===== src/rtl/capture_controller.sv =====
`default_nettype none
// ============================================================================
// Module      : capture_controller
// Description : Logic-analyser capture sequencer. Synchronizes the probe
//               inputs, samples them at a programmable rate, detects a
//               rising or falling edge on a selected channel, and drives the
//               shift strobe for the downstream capture registers until
//               POST_SAMPLES post-trigger samples have been taken.
//               Optional feature macro: CAPTURE_AUTO_REARM_EN (DONE returns
//               to ARMED after HOLD_CYCLES cycles).
// Revision    : 1.0 - initial release
// ============================================================================
module capture_controller #(
    parameter int CHANNEL_COUNT = 10,
    parameter int POST_SAMPLES  = 320,
    parameter int HOLD_CYCLES   = 50_000_000
) (
    input  logic                             clk,
    input  logic                             reset,
    input  logic [CHANNEL_COUNT-1:0]         chan_in,
    input  logic                             arm,
    input  logic [$clog2(CHANNEL_COUNT)-1:0] trig_chan,
    input  logic                             trig_falling,
    input  logic [31:0]                      rate_div,
    output logic [CHANNEL_COUNT-1:0]         sample_out,
    output logic                             shift,
    output logic                             triggered,
    output logic                             frozen,
    output logic [1:0]                       state
);

    localparam int TW = $clog2(CHANNEL_COUNT);
    localparam int PW = $clog2(POST_SAMPLES + 1);

    localparam logic [1:0] c_IDLE    = 2'd0;
    localparam logic [1:0] c_ARMED   = 2'd1;
    localparam logic [1:0] c_CAPTURE = 2'd2;
    localparam logic [1:0] c_DONE    = 2'd3;

    logic [CHANNEL_COUNT-1:0] r_sync1;
    logic [CHANNEL_COUNT-1:0] r_sync2;
    logic [CHANNEL_COUNT-1:0] r_prev;
    logic [31:0]              r_div_cnt;
    logic                     w_tick;
    logic                     r_tick_d;
    logic [1:0]               r_state;
    logic [1:0]               w_next_state;
    logic                     r_hist_valid;
    logic [PW-1:0]            r_post_cnt;
    logic                     w_post_last;
    logic                     w_new_bit;
    logic                     w_old_bit;
    logic                     w_chan_valid;
    logic                     w_edge;
    logic                     w_hold_done;

    assign state = r_state;

    // Two-flop synchronizer on every probe channel
    always_ff @(posedge clk or posedge reset) begin
        if (reset) begin
            r_sync1 <= '0;
            r_sync2 <= '0;
        end else begin
            r_sync1 <= chan_in;
            r_sync2 <= r_sync1;
        end
    end

    // Sample-rate divider; a count above a newly lowered rate_div wraps through max
    assign w_tick = (r_div_cnt == rate_div);

    always_ff @(posedge clk or posedge reset) begin
        if (reset) begin
            r_div_cnt <= '0;
            r_tick_d  <= 1'b0;
        end else begin
            r_div_cnt <= w_tick ? 32'd0 : r_div_cnt + 32'd1;
            r_tick_d  <= w_tick;
        end
    end

    // Sample register plus one-deep history for edge detection
    always_ff @(posedge clk or posedge reset) begin
        if (reset) begin
            sample_out <= '0;
            r_prev     <= '0;
        end else if (w_tick) begin
            sample_out <= r_sync2;
            r_prev     <= sample_out;
        end
    end

    // Select the trigger channel's new and previous bits; out-of-range selects nothing
    always_comb begin
        w_new_bit = 1'b0;
        w_old_bit = 1'b0;
        for (int i = 0; i < CHANNEL_COUNT; i++) begin
            if (trig_chan == TW'(i)) begin
                w_new_bit = sample_out[i];
                w_old_bit = r_prev[i];
            end
        end
    end

    assign w_chan_valid = (int'(trig_chan) < CHANNEL_COUNT);
    assign w_edge       = trig_falling ? (w_old_bit & ~w_new_bit) : (~w_old_bit & w_new_bit);
    assign w_post_last  = (r_post_cnt == PW'(POST_SAMPLES - 1));

    // History becomes trustworthy only after one shift has been taken in ARMED
    always_ff @(posedge clk or posedge reset) begin
        if (reset) begin
            r_hist_valid <= 1'b0;
        end else if (r_state != c_ARMED) begin
            r_hist_valid <= 1'b0;
        end else if (shift) begin
            r_hist_valid <= 1'b1;
        end
    end

    // Post-trigger shift counter, cleared on entry to CAPTURE
    always_ff @(posedge clk or posedge reset) begin
        if (reset) begin
            r_post_cnt <= '0;
        end else if (r_state != c_CAPTURE) begin
            r_post_cnt <= '0;
        end else if (shift) begin
            r_post_cnt <= r_post_cnt + PW'(1);
        end
    end

`ifdef CAPTURE_AUTO_REARM_EN
    localparam int HW = $clog2(HOLD_CYCLES + 1);
    logic [HW-1:0] r_hold_cnt;

    // Dwell timer for DONE; idle at zero in every other state
    always_ff @(posedge clk or posedge reset) begin
        if (reset) begin
            r_hold_cnt <= '0;
        end else if (r_state != c_DONE) begin
            r_hold_cnt <= '0;
        end else begin
            r_hold_cnt <= r_hold_cnt + HW'(1);
        end
    end

    assign w_hold_done = (r_state == c_DONE) && (r_hold_cnt == HW'(HOLD_CYCLES - 1));
`else
    assign w_hold_done = 1'b0;
`endif

    // FSM state register
    always_ff @(posedge clk or posedge reset) begin
        if (reset) begin
            r_state <= c_IDLE;
        end else begin
            r_state <= w_next_state;
        end
    end

    // FSM next-state logic
    always_comb begin
        w_next_state = r_state;
        case (r_state)
            c_IDLE:    if (arm) w_next_state = c_ARMED;
            c_ARMED:   if (triggered) w_next_state = c_CAPTURE;
            c_CAPTURE: if (shift && w_post_last) w_next_state = c_DONE;
            c_DONE:    if (arm || w_hold_done) w_next_state = c_ARMED;
            default:   w_next_state = c_IDLE;
        endcase
    end

    // FSM outputs; shift follows the tick by one cycle so sample_out is already loaded
    always_comb begin
        shift     = r_tick_d && ((r_state == c_ARMED) || (r_state == c_CAPTURE));
        triggered = shift && (r_state == c_ARMED) && r_hist_valid && w_chan_valid && w_edge;
        frozen    = (r_state == c_DONE) || (r_state == c_IDLE);
    end

endmodule
`default_nettype wire

===== config.mk =====
export PLATFORM = sky130hd
export DESIGN_NAME = capture_controller
export DESIGN_NICKNAME = d
export VERILOG_FILES = /design/src/rtl/capture_controller.sv
export SDC_FILE = /design/constraint.sdc
export NUM_CORES = 1
export LEC_CHECK = 0
export ABC_AREA = 1
export ABC_CLOCK_PERIOD_IN_PS = 3900
export BUFFER_PORTS_ARGS = -buffer_cell sky130_fd_sc_hd__buf_2
export CAP_MARGIN = 20
export CORE_AREA = 2 2 135 137
export CTS_BUF_LIST = sky130_fd_sc_hd__clkbuf_16
export CTS_CLUSTER_SIZE = 28
export DETAILED_ROUTE_END_ITERATION = 6
export DIE_AREA = 0 0 137 139
export PLACE_DENSITY = 0.37
export SYNTH_ARGS = -nofsm -noshare
export SYNTH_HDL_FRONTEND = slang
export SYNTH_SLANG_ARGS = --single-unit

===== constraint.sdc =====
create_clock -name clk -period 3.9 [get_ports clk]
set_input_delay 0.975 -clock clk [delete_from_list [all_inputs] [get_ports clk]]
set_output_delay 0.975 -clock clk [all_outputs]
set_load 0.03 [all_outputs]

## Word level (Yosys, flattened, before mapping)

Index checks and enable logic that the tools add are counted.

- Input bits: 50
- Bits in registers: 85
- Logic and storage cells: 79
- Output and inout bits: 15

- Reduce and logical (&&, ||, !) cells: 14
- Muxes and demuxes: 30
- Bitwise operators: 4
- Magnitude comparators: 1
- Equality and inequality tests: 19
- Add/sub/neg operators: 2

Operators by type and width:

| operator | count |
|---|---|
| 32-bit by 1-bit adder with 32-bit output (second input constant) | 1 |
| 32-bit == test | 1 |
| 32-bit two-way mux | 1 |
| 1-bit two-way mux | 23 |
| 9-bit two-way mux | 2 |
| 4-bit by 3-bit == test with 1-bit output (second input constant) | 4 |
| 9-bit by 1-bit adder with 9-bit output (second input constant) | 1 |
| 9-bit == test (second input constant) | 1 |
| 4-bit by 2-bit == test with 1-bit output (second input constant) | 2 |
| 4-bit == test (second input constant) | 2 |
| 1-bit logical AND | 6 |
| 2-bit two-way mux | 3 |
| 2-bit inequality test (second input constant) | 3 |
| 2-bit one-hot mux with 3 select lines | 1 |
| 2-bit == test (second input constant) | 2 |
| 4-bit by 1-bit == test with 1-bit output (second input constant) | 1 |
| 4-bit zero test | 1 |
| 4-bit < comparator (second input constant) | 1 |
| 2-bit by 1-bit inequality test with 1-bit output (second input constant) | 2 |
| 2-bit nonzero test | 2 |
| 3-bit AND reduction | 1 |
| 1-bit AND | 2 |
| 2-bit by 1-bit == test with 1-bit output (second input constant) | 1 |
| 2-bit zero test | 1 |
| 3 further kinds | 5 |

## Logic depth before layout (Yosys ltp)

- Word-level depth: 17
- Gate-level depth with buffers: 18
- Mapped depth without buffers: 18

## Worst setup path after synthesis

Ideal clock, no wire load.

- Kind: flip-flop to output port
- Start point: register r_state[0] (netlist: state[0])
- End point: output port triggered
- Buffers on the path: 0
- Setup slack: 0.791 ns
- Stages on the path, launching flop included: 8
- Arrival: 2.134 ns
- Cell sequence: dfrtp_1 inv_1 ha_1 nor2_1 nand3_1 nor2_1 nand2_1 inv_1

- Word-level cells in the longest chain between the ends: 7
- Elaborated cells between the ends (all ways): 8
- Those cells by class: 2 x eq/ne; 6 x reduce/logical

RTL lines:

| element | line | RTL |
|---|---|---|
| start, declared | 46 | `logic [1:0] r_state;` |
| start signal, assigned | 155 | `r_state <= c_IDLE;` |
| start signal, assigned | 157 | `r_state <= w_next_state;` |
| 2-bit by 1-bit == test with 1-bit output / 2-bit == test (equally long branches) | 175 | `shift = r_tick_d && ((r_state == c_ARMED) \|\| (r_state == c_CAPTURE));` |
| 1-bit logical OR (*) | 175 |  |
| 1-bit logical AND (*) | 175 |  |
| via shift | 26 | `output logic shift,` |
| 1-bit logical AND (*) (4 in series) | 176 | `triggered = shift && (r_state == c_ARMED) && r_hist_valid && w_chan_valid && w_edge;` |
| end, declared | 27 | `output logic triggered,` |

The timed path passes the listed nets; every way through them passes the cells marked *.

## Final worst setup path

- Start point: input port trig_chan[3]
- End point: output port triggered

- Word-level cells in the longest chain between the ends: 15
- Elaborated cells between the ends (all ways): 38
- Those cells by class: 1 x order compare; 9 x eq/ne; 21 x mux; 4 x bitwise; 3 x reduce/logical

RTL lines:

| element | line | RTL |
|---|---|---|
| start, declared | 22 | `input logic [$clog2(CHANNEL_COUNT)-1:0] trig_chan,` |
| 4-bit zero test | 99 | `if (trig_chan == TW'(i)) begin` |
| 1-bit two-way mux (10 in series) | 99 |  |
| 1-bit NOT | 107 | `assign w_edge = trig_falling ? (w_old_bit & ~w_new_bit) : (~w_old_bit & w_new_bit);` |
| 1-bit AND | 107 |  |
| 1-bit two-way mux | 107 |  |
| 1-bit logical AND (*) | 176 |  |

Every way passes the cells marked *; elsewhere a longest branch is shown, timed or not.

==> flow_summary.json <==
{
  "cts_setup_buffers": 0,
  "dieWidth_um": 137,
  "antenna_cells": 0,
  "max_stage_delay_ns": 0.32,
  "place_congestion": 0.817,
  "sequential_cell_area_um2": 2130,
  "fin_skew_ns": 0.00783,
  "finalMaxSlewViolations": 0,
  "maxCapViolCount": 0,
  "outcome": "completed",
  "root_buffer": "clkbuf_16",
  "antenna_found_initial": 0,
  "fin_ws_ns": 0.471,
  "fillers": 1930,
  "htreeDepth": 3,
  "crit_arrival_ns": 2.45,
  "syn-num-nets": 560,
  "path_cells": "buf_2 -> nor2_1 -> nand2_1 -> nor2_1 -> nor2_1 -> nand2_1 -> nand2_1 -> nand2_1 -> nand2_1 -> nand3_1 -> nand2_1 -> nand3_1 -> nand2_1 -> nand2_1 -> inv_1 -> buf_2",
  "crit_family": "simple AND/OR/NAND/NOR gates",
  "tns_ns": 0,
  "crit_required_ns": 2.92,
  "numCtsBuffers": 9,
  "leakage_nw": 2.48,
  "synth_area_um2": 4340,
  "p_int_mw": 1.49,
  "comb_power_share": 0.131,
  "final_core_util": 0.298,
  "p_total_mw": 2.04,
  "cts.sinks": 85,
  "grt_max_degree": 50,
  "finalCritPeriodShare": 0.879,
  "synthAdderAreaFrac": 0.0144,
  "hp-class": "reg2reg",
  "postCtsHoldBufs": 0,
  "hold_slack_ns": 0.347,
  "dp_hpwl_mm": 7.56,
  "fin_nets": 629,
  "clock.fmax_mhz": 292,
  "ctsResizeCount": 0,
  "ys_ff_latch": 85,
  "port_buffers": 64,
  "fin_crit_ns": 3.43,
  "p_switching_uw": 549,
  "syn-mean-instance-area_um2": 8.59,
  "relSlewSlack": 0.674,
  "clockBufferDepth": 2,
  "cts_tree": "yes",
  "num_vias": 3409,
  "setup_viol": 0,
  "end_kind": "primary output",
  "synth_ff_type": "dfrtp_1",
  "multi_input_area_um2": 1940,
  "clockPowerShare": 0.418,
  "dp.cells": 791,
  "layout_commonest_cell": "nand2_1",
  "wl_per_cell_um": 12.7,
  "cpMostUsedCell": "nand2_1",
  "synth_top_family_by_area": "simple AND/OR/NAND/NOR gates",
  "synthArstFlopShare": 1.00,
  "reg2reg_slack_ns": 1.53,
  "synthMuxAreaShare": 0,
  "start_util": 0.246,
  "power_frac_seq": 0.451,
  "yosys_warnings": 0,
  "drt_first_iter_violations": 136,
  "synth_cell_type_count": 36,
  "drc": 0,
  "dieArea_um2": 19000,
  "overflow": 0,
  "vias_per_cell": 4.22,
  "fin_area_um2": 5260,
  "path_max_fanout": 7,
  "power_density_nw_per_um2": 388,
  "track_usage": 0.115,
  "worstSetupPathType": "in2out",
  "die_y_um": 139,
  "dr.pass1.iters": 4,
  "ir_drop_uv": 208,
  "cts.clk_slew.worst_paths_ns": 0.06,
  "slowest_stage": "nor2_1",
  "switching_share": 0.269,
  "routed_wl_mm": 10.2,
  "path_buf_inv": 3,
  "synth_compound_area_frac": 0.0507,
  "synth-simple-area-share": 0.304,
  "synth_xor_area_frac": 0.0767,
  "insertion_delay_ns": 0.34,
  "final_cell_mix": "nand2_1 (111), dfrtp_1 (85), buf_2 (64)",
  "yosysSeqAreaShare": 0.490,
  "placed_area_um2": 4950,
  "rsz0062_at_grt": "no",
  "num_rows": 49,
  "ant_nets": 0,
  "area_delta_synth_final_pct": 21.2,
  "fin_cells": 807,
  "grt_pass1_vias": 3451,
  "worst-slew-pin-transition_ns": 0.486,
  "drive_gt1_frac": 0.202,
  "dp_slack_ns": 0.468,
  "critPathLaunchType": "input pin",
  "ios": 65,
  "syn_inst": 505,
  "hold_viol": 0,
  "grt_first_pass_wirelength_mm": 17.2,
  "core_area_um2": 17700,
  "synth_edf_count": 0
}
[power groups by stage]
stage / Sequential (mW) / Combinational [mW] / Clock [mW]
finish: 0.920 / 0.267 / 0.853
global route: 0.922 / 0.300 / 0.929
CTS: 0.921 / 0.272 / 0.891
detailed placement: 0.938 / 0.271 / 0
global placement: 0.937 / 0.271 / 0
floorplan: 0.955 / 0.162 / 0
[synth_stat cells, types with 5 or more instances]
| cell type | count | share of area |
|---|---|---|
| o21ai_0 | 12 | 0.014 |
| a21oi_1 | 19 | 0.022 |
| ha_1 | 5 | 0.014 |
| nand2_2 | 5 | 0.0072 |
| nand4_1 | 14 | 0.020 |
| xnor2_1 | 7 | 0.014 |
| nor4_1 | 9 | 0.013 |
| nand2_1 | 111 | 0.096 |
| nor3_1 | 22 | 0.025 |
| nor2_1 | 57 | 0.049 |
| o21a_1 | 6 | 0.010 |
| xor2_1 | 31 | 0.063 |
| nor3b_1 | 6 | 0.010 |
| dfrtp_1 | 85 | 0.49 |
| buf_2 | 6 | 0.0069 |
| inv_2 | 8 | 0.0069 |
| nand3_1 | 18 | 0.021 |
| inv_1 | 51 | 0.044 |
[cells by family (layout without fill, tap and decap cells)]
logic type,Yosys count,count (layout)
flops,85,85
xor+xnor,38,38
fa+ha+maj,5,5
simple gates,266,266
buf+inv,71,144
compound gates,40,40
[area by class of cell]
| type | count | area share |
|---|---|---|
| Inverter | 61 | 0.0443 |
| Multi-Input combinational cell | 349 | 0.368 |
| Sequential cell | 85 | 0.404 |
| Clock buffer | 9 | 0.0428 |
| Tap cell | 229 | 0.0545 |
| Clock inverter | 6 | 0.0121 |
| Timing Repair Buffer | 68 | 0.0738 |
[path summary, 6_finish.rpt]
path / to / cells after the start / from
setup / recovery: triggered / 16 / trig_chan[3]
hold / removal: r_sync2[9] / 0 / r_sync1[9]
setup reg to reg: r_div_cnt[10] / 9 / r_div_cnt[9]
hold reg to reg: r_sync2[9] / 0 / r_sync1[9]
max in group asynchronous: sample_out[0] / 3 / reset
min in group asynchronous: r_post_cnt[2] / 2 / reset
[state kept, by name (all words and copies together) (netlist names)]
| register | count |
|---|---|
| r_prev | 10 |
| r_hist_valid | 1 |
| r_sync1 | 10 |
| sample_out | 10 |
| state | 2 |
| r_div_cnt | 32 |
| r_sync2 | 10 |
| r_post_cnt | 9 |
| r_tick_d | 1 |
[worst reg2reg max path: stages (launching register included)]
cell and delay (ns):
dfrtp_1 0.45, xor2_1 0.17, nor4_1 0.42, nand4_1 0.13
nor2_1 0.21, nand2_1 0.11, inv_2 0.33, buf_12 0.26
a21oi_1 0.07, o21a_1 0.12
[metal layers]
layer / vias up / wire (um) / global-route usage
li1: 1763 / - / -
met4: 0 / 318 / 0.0635
met3: 20 / 291 / 0.0212
met5: - / 0 / 0
met1: 1564 / 5170 / 0.159
met2: 62 / 4450 / 0.170
(Power assumes the default switching activity.)
